`src/rtl/spi_slave_regs.sv`:
```
// spi_slave_regs: SPI mode-0 (CPOL=0, CPHA=0) slave fronting a DEPTH x 8-bit
// register file. SPI pins are oversampled in the clk_i domain.
//   clk_i, rst_i      system clock, synchronous active-low reset
//   sck_i, ss_ni,     SPI clock, select (active low), master-out data
//   mosi_i
//   miso_o            slave-out data, MSB first (0 while idle)
//   rd_addr_i/        local read port, one cycle latency
//   rd_data_o
//   wr_strobe_o,      one-cycle pulse per SPI register write, with the
//   wr_addr_o,        written address and data
//   wr_data_o
//   abort_o           one-cycle pulse when a frame ends mid-byte
// Frame: command byte {RW, ignored, addr}, then data bytes at addr, addr+1, ...
// wrapping mod DEPTH. ID is returned during the command byte.
module spi_slave_regs #(
  parameter int          DEPTH  = 16,
  parameter int          ADDR_W = 4,
  parameter logic [7:0]  ID     = 8'hA5
) (
  input  logic              clk_i,
  input  logic              rst_i,
  input  logic              sck_i,
  input  logic              ss_ni,
  input  logic              mosi_i,
  output logic              miso_o,
  input  logic [ADDR_W-1:0] rd_addr_i,
  output logic [7:0]        rd_data_o,
  output logic              wr_strobe_o,
  output logic [ADDR_W-1:0] wr_addr_o,
  output logic [7:0]        wr_data_o,
  output logic              abort_o
);

  typedef enum logic [1:0] {S_IDLE, S_CMD, S_DATA} state_t;
  state_t r_state, w_state_nxt;

  logic [1:0]  r_sck_s, r_ss_s, r_mosi_s;
  logic        r_sck_d, r_ss_d;
  logic [2:0]  r_bit_cnt;
  logic [7:0]  r_rx, r_tx;
  logic        r_rw;
  logic [ADDR_W-1:0] r_addr;
  logic [DEPTH-1:0][7:0] r_regs;

  logic        r_miso, r_wr_strobe, r_abort;
  logic [ADDR_W-1:0] r_wr_addr;
  logic [7:0]  r_wr_data, r_rd_data;

  logic        w_sck_rise, w_sck_fall, w_ss_fall, w_ss_rise, w_byte_done;
  logic [7:0]  w_rx_next;
  logic [ADDR_W-1:0] w_cmd_addr;

  assign w_sck_rise  = r_sck_s[1] & ~r_sck_d;
  assign w_sck_fall  = ~r_sck_s[1] & r_sck_d;
  assign w_ss_fall   = ~r_ss_s[1] & r_ss_d;
  assign w_ss_rise   = r_ss_s[1] & ~r_ss_d;
  assign w_rx_next   = {r_rx[6:0], r_mosi_s[1]};
  assign w_byte_done = w_sck_rise && (r_bit_cnt == 3'd7);
  assign w_cmd_addr  = w_rx_next[ADDR_W-1:0];

  assign miso_o      = r_miso;
  assign rd_data_o   = r_rd_data;
  assign wr_strobe_o = r_wr_strobe;
  assign wr_addr_o   = r_wr_addr;
  assign wr_data_o   = r_wr_data;
  assign abort_o     = r_abort;

  always_ff @(posedge clk_i) begin
    if (!rst_i) r_state <= S_IDLE;
    else        r_state <= w_state_nxt;
  end

  always_comb begin
    w_state_nxt = r_state;
    case (r_state)
      S_IDLE:  if (w_ss_fall) w_state_nxt = S_CMD;
      S_CMD:   if (w_ss_rise) w_state_nxt = S_IDLE;
               else if (w_byte_done) w_state_nxt = S_DATA;
      S_DATA:  if (w_ss_rise) w_state_nxt = S_IDLE;
      default: w_state_nxt = S_IDLE;
    endcase
  end

  always_ff @(posedge clk_i) begin
    if (!rst_i) begin
      // ss history resets as "already low": a frame in progress at reset
      // release produces no falling edge, so it is ignored until ss_ni rises.
      r_sck_s     <= '0;
      r_ss_s      <= '0;
      r_mosi_s    <= '0;
      r_sck_d     <= 1'b0;
      r_ss_d      <= 1'b0;
      r_bit_cnt   <= '0;
      r_rx        <= '0;
      r_tx        <= '0;
      r_rw        <= 1'b0;
      r_addr      <= '0;
      r_regs      <= '0;
      r_miso      <= 1'b0;
      r_wr_strobe <= 1'b0;
      r_wr_addr   <= '0;
      r_wr_data   <= '0;
      r_abort     <= 1'b0;
      r_rd_data   <= '0;
    end else begin
      r_sck_s     <= {r_sck_s[0], sck_i};
      r_ss_s      <= {r_ss_s[0], ss_ni};
      r_mosi_s    <= {r_mosi_s[0], mosi_i};
      r_sck_d     <= r_sck_s[1];
      r_ss_d      <= r_ss_s[1];
      r_wr_strobe <= 1'b0;
      r_abort     <= 1'b0;
      // Reads the pre-write value when an SPI write lands in the same cycle.
      r_rd_data   <= r_regs[rd_addr_i];

      if (r_state == S_IDLE) begin
        if (w_ss_fall) begin
          // ID[7] goes straight to the pin; the remaining bits shift on falls.
          r_miso    <= ID[7];
          r_tx      <= {ID[6:0], 1'b0};
          r_bit_cnt <= '0;
        end
      end else if (w_ss_rise) begin
        r_abort   <= (r_bit_cnt != 3'd0);
        r_bit_cnt <= '0;
        r_miso    <= 1'b0;
      end else if (w_sck_rise) begin
        r_rx      <= w_rx_next;
        r_bit_cnt <= r_bit_cnt + 3'd1;
        if (w_byte_done) begin
          if (r_state == S_CMD) begin
            r_rw <= w_rx_next[7];
            if (w_rx_next[7]) begin
              r_tx   <= r_regs[w_cmd_addr];
              r_addr <= w_cmd_addr + ADDR_W'(1);
            end else begin
              r_tx   <= '0;
              r_addr <= w_cmd_addr;
            end
          end else if (r_rw) begin
            r_tx   <= r_regs[r_addr];
            r_addr <= r_addr + ADDR_W'(1);
          end else begin
            r_regs[r_addr] <= w_rx_next;
            r_wr_strobe    <= 1'b1;
            r_wr_addr      <= r_addr;
            r_wr_data      <= w_rx_next;
            r_addr         <= r_addr + ADDR_W'(1);
          end
        end
      end else if (w_sck_fall) begin
        // r_tx holds the bits not yet driven; a byte loaded on the 8th rise
        // therefore shows its MSB at the very next fall.
        r_miso <= r_tx[7];
        r_tx   <= {r_tx[6:0], 1'b0};
      end
    end
  end

endmodule

```
`config.mk`:
```
export PLATFORM = sky130hd
export DESIGN_NAME = spi_slave_regs
export DESIGN_NICKNAME = d
export VERILOG_FILES = /design/src/rtl/spi_slave_regs.sv
export SDC_FILE = /design/constraint.sdc
export NUM_CORES = 1
export LEC_CHECK = 0
export CAP_MARGIN = 10
export CORE_MARGIN = 2
export CORE_UTILIZATION = 35
export DETAILED_ROUTE_END_ITERATION = 10
export SLEW_MARGIN = 20
export SYNTH_ARGS = -nofsm -noshare
export SYNTH_HDL_FRONTEND = slang
export SYNTH_SLANG_ARGS = --single-unit
```
`constraint.sdc`:
```
create_clock -name clk_i -period 2.9 [get_ports clk_i]
set_input_delay 0.725 -clock clk_i [delete_from_list [all_inputs] [get_ports clk_i]]
set_output_delay 0.725 -clock clk_i [all_outputs]
set_load 0.1 [all_outputs]
```
==> After elaboration in Yosys (flattened, before gate mapping) <==
Cells that the tools add are included.
{ "word_totals": {"regBits": 184, "in_bits": 9, "out_inout_bits": 23, "wordCells": 117} }
{ "op_classes": {"n_addsub": 3, "n_lt_le_gt_ge": 4, "eq_ne": 10, "muxes": 35, "n_bitwise": 15, "reduce_logical": 17} }
{ "ops": {"columns": ["operator", "n"], "rows": [
  ["128-bit bitwise mux", 1],
  ["8-bit two-way mux", 13],
  ["8-bit binary-select mux with 4-bit select", 3],
  ["8-bit demux with 4-bit select", 1],
  ["4-bit by 5-bit < comparator with 1-bit output (second input constant)", 3],
  ["3-bit two-way mux", 4],
  ["3-bit nonzero test", 4],
  ["1-bit inverter", 11],
  ["5-bit AND reduction", 2],
  ["3-bit AND reduction", 3],
  ["4-bit by 1-bit adder with 4-bit output (second input constant)", 2],
  ["2-bit two-way mux", 4],
  ["4-bit two-way mux", 2],
  ["1-bit two-way mux", 6],
  ["3-bit by 1-bit inequality test with 1-bit output (second input constant)", 2],
  ["2-bit case mux with 3 select lines", 1],
  ["6-bit AND reduction", 1],
  ["6-bit OR reduction", 1],
  ["1-bit AND", 4],
  ["4-bit by 1-bit greater-or-equal comparator with 1-bit output (second input constant)", 1],
  ["2-bit inequality test (second input constant)", 2],
  ["4-bit by 2-bit inequality test with 1-bit output (second input constant)", 1],
  ["4-bit AND reduction", 1],
  ["3-bit by 1-bit adder with 3-bit output (second input constant)", 1],
  ["9 further kinds", 10]
]} }

==> Longest topological paths before layout <==
Gate-level depths: netlist of the first run.
{ "logic_depth": {"word_depth": 8, "ltp_mapped": 9, "ltp_nobuf": 7} }

==> Worst setup path after synthesis of the first run <==
OpenSTA, ideal clock, no wires.
{ "synth_path": {"path_type": "input port to flip-flop", "startpoint": "input rd_addr_i[0]", "endpoint": "register r_rd_data[4] (netlist: rd_data_o[4])", "setup_ps": 115, "arrival_time_ps": 2358, "required_ps": 2785, "setup_slack_ps": 427, "cell_stages": 5, "path_buffers": 2, "path_cell_list": "clkbuf_1 buf_2 mux4_2 mux4_2 and2_1"} }
{ "synth_via": {"elab_chain_len": 2} }
{ "synth_lines": {"columns": ["element", "line", "rtl"], "rows": [
  ["start, declared", "26", "input logic [ADDR_W-1:0] rd_addr_i,"],
  ["8-bit binary-select mux with 4-bit select", "114", "r_rd_data <= r_regs[rd_addr_i];"],
  ["8-bit two-way mux (not written as such)", "114", null],
  ["end signal, assigned", "114", null],
  ["end, declared", "47", "logic [7:0] r_wr_data, r_rd_data;"]
]} }
No other way between the ends. The select of a mux whose other input is x is not followed.
A chain may end at the register's enable or synchronous reset.

==> Final worst setup path of the first run <==
{ "layout_path": {"startpoint": "register r_addr[0]", "endpoint": "register r_regs[54] (netlist name)"} }
{ "layout_via": {"elab_chain_len": 5, "word_cells_on_any_way": 6, "cone_classes": "order compare: 2; mux: 3; reduce/logical: 1"} }
{ "layout_lines": {"columns": ["element", "line", "rtl"], "rows": [
  ["start, declared", "42", "logic [ADDR_W-1:0] r_addr;"],
  ["start signal, assigned", "135", "r_addr <= w_cmd_addr + ADDR_W'(1);"],
  ["start signal, assigned", "138", "r_addr <= w_cmd_addr;"],
  ["start signal, assigned", "142", "r_addr <= r_addr + ADDR_W'(1);"],
  ["4-bit by 5-bit < comparator with 1-bit output (not written as such) or 4-bit by 1-bit greater-or-equal comparator with 1-bit output (tied branches)", "144", "r_regs[r_addr] <= w_rx_next;"],
  ["1-bit logical AND (not written as such)", "144", null],
  ["8-bit two-way mux (not written as such)", "144", null],
  ["8-bit demux with 4-bit select *", "144", null],
  ["128-bit bitwise mux *", "144", null],
  ["end signal, assigned by index", "144", null],
  ["end, declared", "43", "logic [DEPTH-1:0][7:0] r_regs;"]
]} }
Mark *: on every way between the ends. The rest lies on a longest branch, timed or not.

==> results of run 1 <==
-- flip-flops by register name (all words and copies together) (netlist names), 3 cells and up --
name	cells
wr_addr_o	4
wr_data_o	8
r_regs	128
r_bit_cnt	3
r_rx	7
r_addr	4
r_tx	8
rd_data_o	8
-- through the flow --
step | total power, mW | instances
6_report | 5.04 | 1489
5_1_grt | 5.17 | 1488
4_1_cts | 5.07 | 1488
3_5_place_dp | 2.79 | 1458
3_3_place_gp | 2.79 | 1458
2_1_floorplan | 2.73 | 1099
-- worst max-delay path by stage --
stage                     slack, ps            to    startpoint
after floorplan                 430  rd_data_o[4]  rd_addr_i[0]
after global placement          300       r_tx[7]         rst_i
after detailed placement        310    r_regs[54]     r_addr[0]
after CTS                       280    r_regs[51]     r_addr[0]
after global routing            130    r_regs[54]     r_addr[0]
final                           290    r_regs[54]     r_addr[0]
-- power by group --
| part | total, mW | leakage [nW] | switching [mW] | internal, mW |
|---|---|---|---|---|
| Clock | 2.31 | 0.267 | 1.03 | 1.28 |
| Sequential | 2.54 | 1.49 | 0.0121 | 2.53 |
| Combinational | 0.186 | 1.95 | 0.118 | 0.0680 |
-- placed cells by master (no fill, tap or decap), types with 3 or more instances in the layout --
cell / count
nor3_1: 7
clkinvlp_4: 4
buf_4: 66
nand2_1: 174
dfxtp_1: 180
mux4_2: 95
clkbuf_16: 17
a21boi_0: 3
o22ai_1: 4
and3_1: 3
buf_12: 8
nand4_1: 10
a221oi_1: 5
clkdlybuf4s50_1: 6
nand3_1: 12
inv_1: 11
a21oi_1: 161
nand2b_1: 5
ha_1: 10
a211oi_1: 4
mux2i_1: 32
o211ai_1: 7
and2_1: 20
o31ai_1: 4
nor2b_1: 13
o21ai_0: 143
dfxtp_2: 3
nor2_1: 46
-- worst reg2reg max path, cell delays in order (launching register included) --
cell      delay (ps)
dfxtp_2          600
clkinv_1         490
ha_1             360
nand4_1           70
buf_4            400
nor2_1           220
buf_4            210
nand2_1           70
a21oi_1           70
-- per-layer routing --
| metal | vias up | part of all wire [%] | global-route usage (%) |
|---|---|---|---|
| li1 | 4017 | - | - |
| met1 | 4388 | 42 | 29.8 |
| met2 | 421 | 47 | 34.4 |
| met3 | 56 | 9.0 | 4.45 |
| met4 | 0 | 2.4 | 7.32 |
| met5 | - | 0 | 0 |
-- cell type report --
| cell class | instances | share of cell area, % |
|---|---|---|
| tap | 384 | 4.20 |
| sequential | 184 | 32.3 |
| antenna | 1 | 0.0219 |
| multi-input combinational | 795 | 51.7 |
| clock inverter | 11 | 1.11 |
| inverter | 13 | 0.449 |
| clock buffer | 19 | 3.87 |
| timing repair buffer | 82 | 6.35 |
-- cells by family after synthesis --
group / after synthesis
muxes: 131
adders and majority gates: 10
AOI/OAI and AO/OA: 354
and+or+nand+nor: 297
buffers and inverters: 120
xor gates and xnor gates: 3
DFF: 184
==> key figures, run 1 <==
Route
  • Antenna-violating nets left: 0
  • Residual DRC count: 0
  • TritonRoute pass-1 iters: 7
  • Detailed-route via count: 8882
  • DR iter-0 viols: 1085
  • Avg Vias per Cell: 5.97
  • Routed wire length: 32800 um
  • Routed wire per std cell: 22.0 um

Floorplan
  • I/O pins: 32
  • Starting Density: 35.4%
  • Area of the core: 28500 um2
  • Die ar.: 30200 um2
  • Die Wd: 174 um
  • Die Y-Extent: 174 um
  • Row cnt: 62

Worst setup path
  • Most used cell, CP: buf_4
  • Worst path buffer plus inverter count: 3
  • CP peak stage delay: 600 ps
  • R2r startpoint: r_addr[0]
  • Largest delay share family, worst path: buffers and inverters
  • Arrival time at the worst endpoint: 2920 ps
  • FF-to-FF setup slack: 290 ps
  • Worst endpoint required time: 3210 ps
  • Slowest stage cell, crit path: dfxtp_2
  • CP Max Fanout: 36
  • Crit-path cells: clkinv_1 > ha_1 > nand4_1 > buf_4 > nor2_1 > buf_4 > nand2_1 > a21oi_1
  • Crit path kind: reg -> reg
  • WP depth: 8
  • CP endpoint kind: flip-flop
  • Worst setup SP type: flip-flop
  • FF-to-FF path depth: 8
  • R2R Path End: r_regs[54]

Clock network
  • H-tree levels: 4
  • CTS tree: built
  • Clk_lat worst skew: 440 ps
  • Post-cts gate resize count: 0
  • Setup Fix Bufs, Post-CTS: 0
  • Clk slew on worst S/H paths: 70 ps
  • Total clock sinks: 184
  • Hold_buf cts: 0
  • Root buffer cell: clkbuf_16
  • Cts bufs inserted: 17
  • CTS max path bufs: 2

Synth
  • Number of synthesized flops with an enable pin: 0
  • Post-Synthesis Cells: 1099
  • Syn_area_per_cell: 9.19 um2
  • Most common cell in the synthesized netlist: dfxtp_1
  • Main combinational cell family by area after synthesis: multiplexers
  • Register area share after synthesis: 36.5%
  • Fraction of the mapped netlist area in adder cells: 1.24%
  • Share of flip-flops with an asynchronous set or reset: 0%
  • Simple-gate portion of the synthesized area: 12.8%
  • Post-Syn Area: 10100 um2
  • Post-synthesis mux area share: 25.1%
  • Largest area contributor in the netlist: dfxtp_1
  • Share of the synthesized area in the top cell type: 36.5%
  • Synth Area in Compound Gates: 19.2%
  • Synth cell types: 54
  • XOR/XNOR share of the synthesized area: 0.260%
  • Top cells by count, synth: dfxtp_1, nand2_1, a21oi_1, o21ai_0, mux4_2
  • Ys flop type: dfxtp_1
  • Largest cells by area after synthesis: dfxtp_1, mux4_2, a21oi_1
  • Warnings, synthesis: 0
  • Flops & latches, synth: 184
  • Syn Nets: 1118

Timing
  • Slew Limit Fails: 0
  • RSZ-0062 raised after global routing: no
  • Setup_tns: 0 ps
  • F_max: 383 MHz
  • Setup violations, final: 0
  • Least-Margin Pin Slew: 927 ps
  • Final worst hold slack: 438 ps
  • Final period util: 90.0%
  • Period minus WS final: 2610 ps
  • Layout Skew: 8.45 ps
  • Final hold vios: 0
  • Rel. slew slack: 38.1%
  • Final worst slack: 291 ps

Layout
  • Area delta synth->final: 13.2%
  • Fillers: 2894
  • Post-route cell area: 11400 um2
  • Nets: 1112
  • Layout cells sized above 1: 19.1%
  • FF+latch area: 3690 um2
  • Area of the multi-input gates: 5910 um2
  • Util after Layout: 40.0%

Placement
  • GPL Wtd Cong: 0.905
  • IO Port Bufs: 31
  • Setup WS pre-CTS: 306 ps
  • Cell Area, Placed: 10900 um2
  • Post-DP HPWL: 22000 um

Power
  • Pleak: 3.70 nW
  • Highest ir drop seen on vdd: 0.000326 V
  • Power per Cell Area: 441 nW/um2

Global routing
  • Global Route Usage Sum: 21.8%
  • Largest net degree at the start of global routing: 89
  • First-pass GRT wire length: 50900 um
  • Vias in the first global route: 8318
  • Initial antenna violation count: 1
  • Grt ovf: 0

Job
  • Max Cap Violations: 0

Hold path
  • Hold Crit Class: reg -> reg
  • End of the worst hold path: r_sck_s[1]
  • Hold Crit Start: r_sck_s[0]
  • Hold Path Depth: 1

Outcome
  • Status: complete, no violations
No activity file was read; power rests on OpenSTA's default activity.
==> run 2, diff against run 1 <==
--- a/config.mk
+++ b/config.mk
@@ -9,7 +9,6 @@
 export CORE_MARGIN = 2
 export CORE_UTILIZATION = 35
 export DETAILED_ROUTE_END_ITERATION = 10
-export SLEW_MARGIN = 20
 export SYNTH_ARGS = -nofsm -noshare
 export SYNTH_HDL_FRONTEND = slang
 export SYNTH_SLANG_ARGS = --single-unit
==> results of run 2 <==
No change in the layout: final DEF, timing and power equal those of run 1.
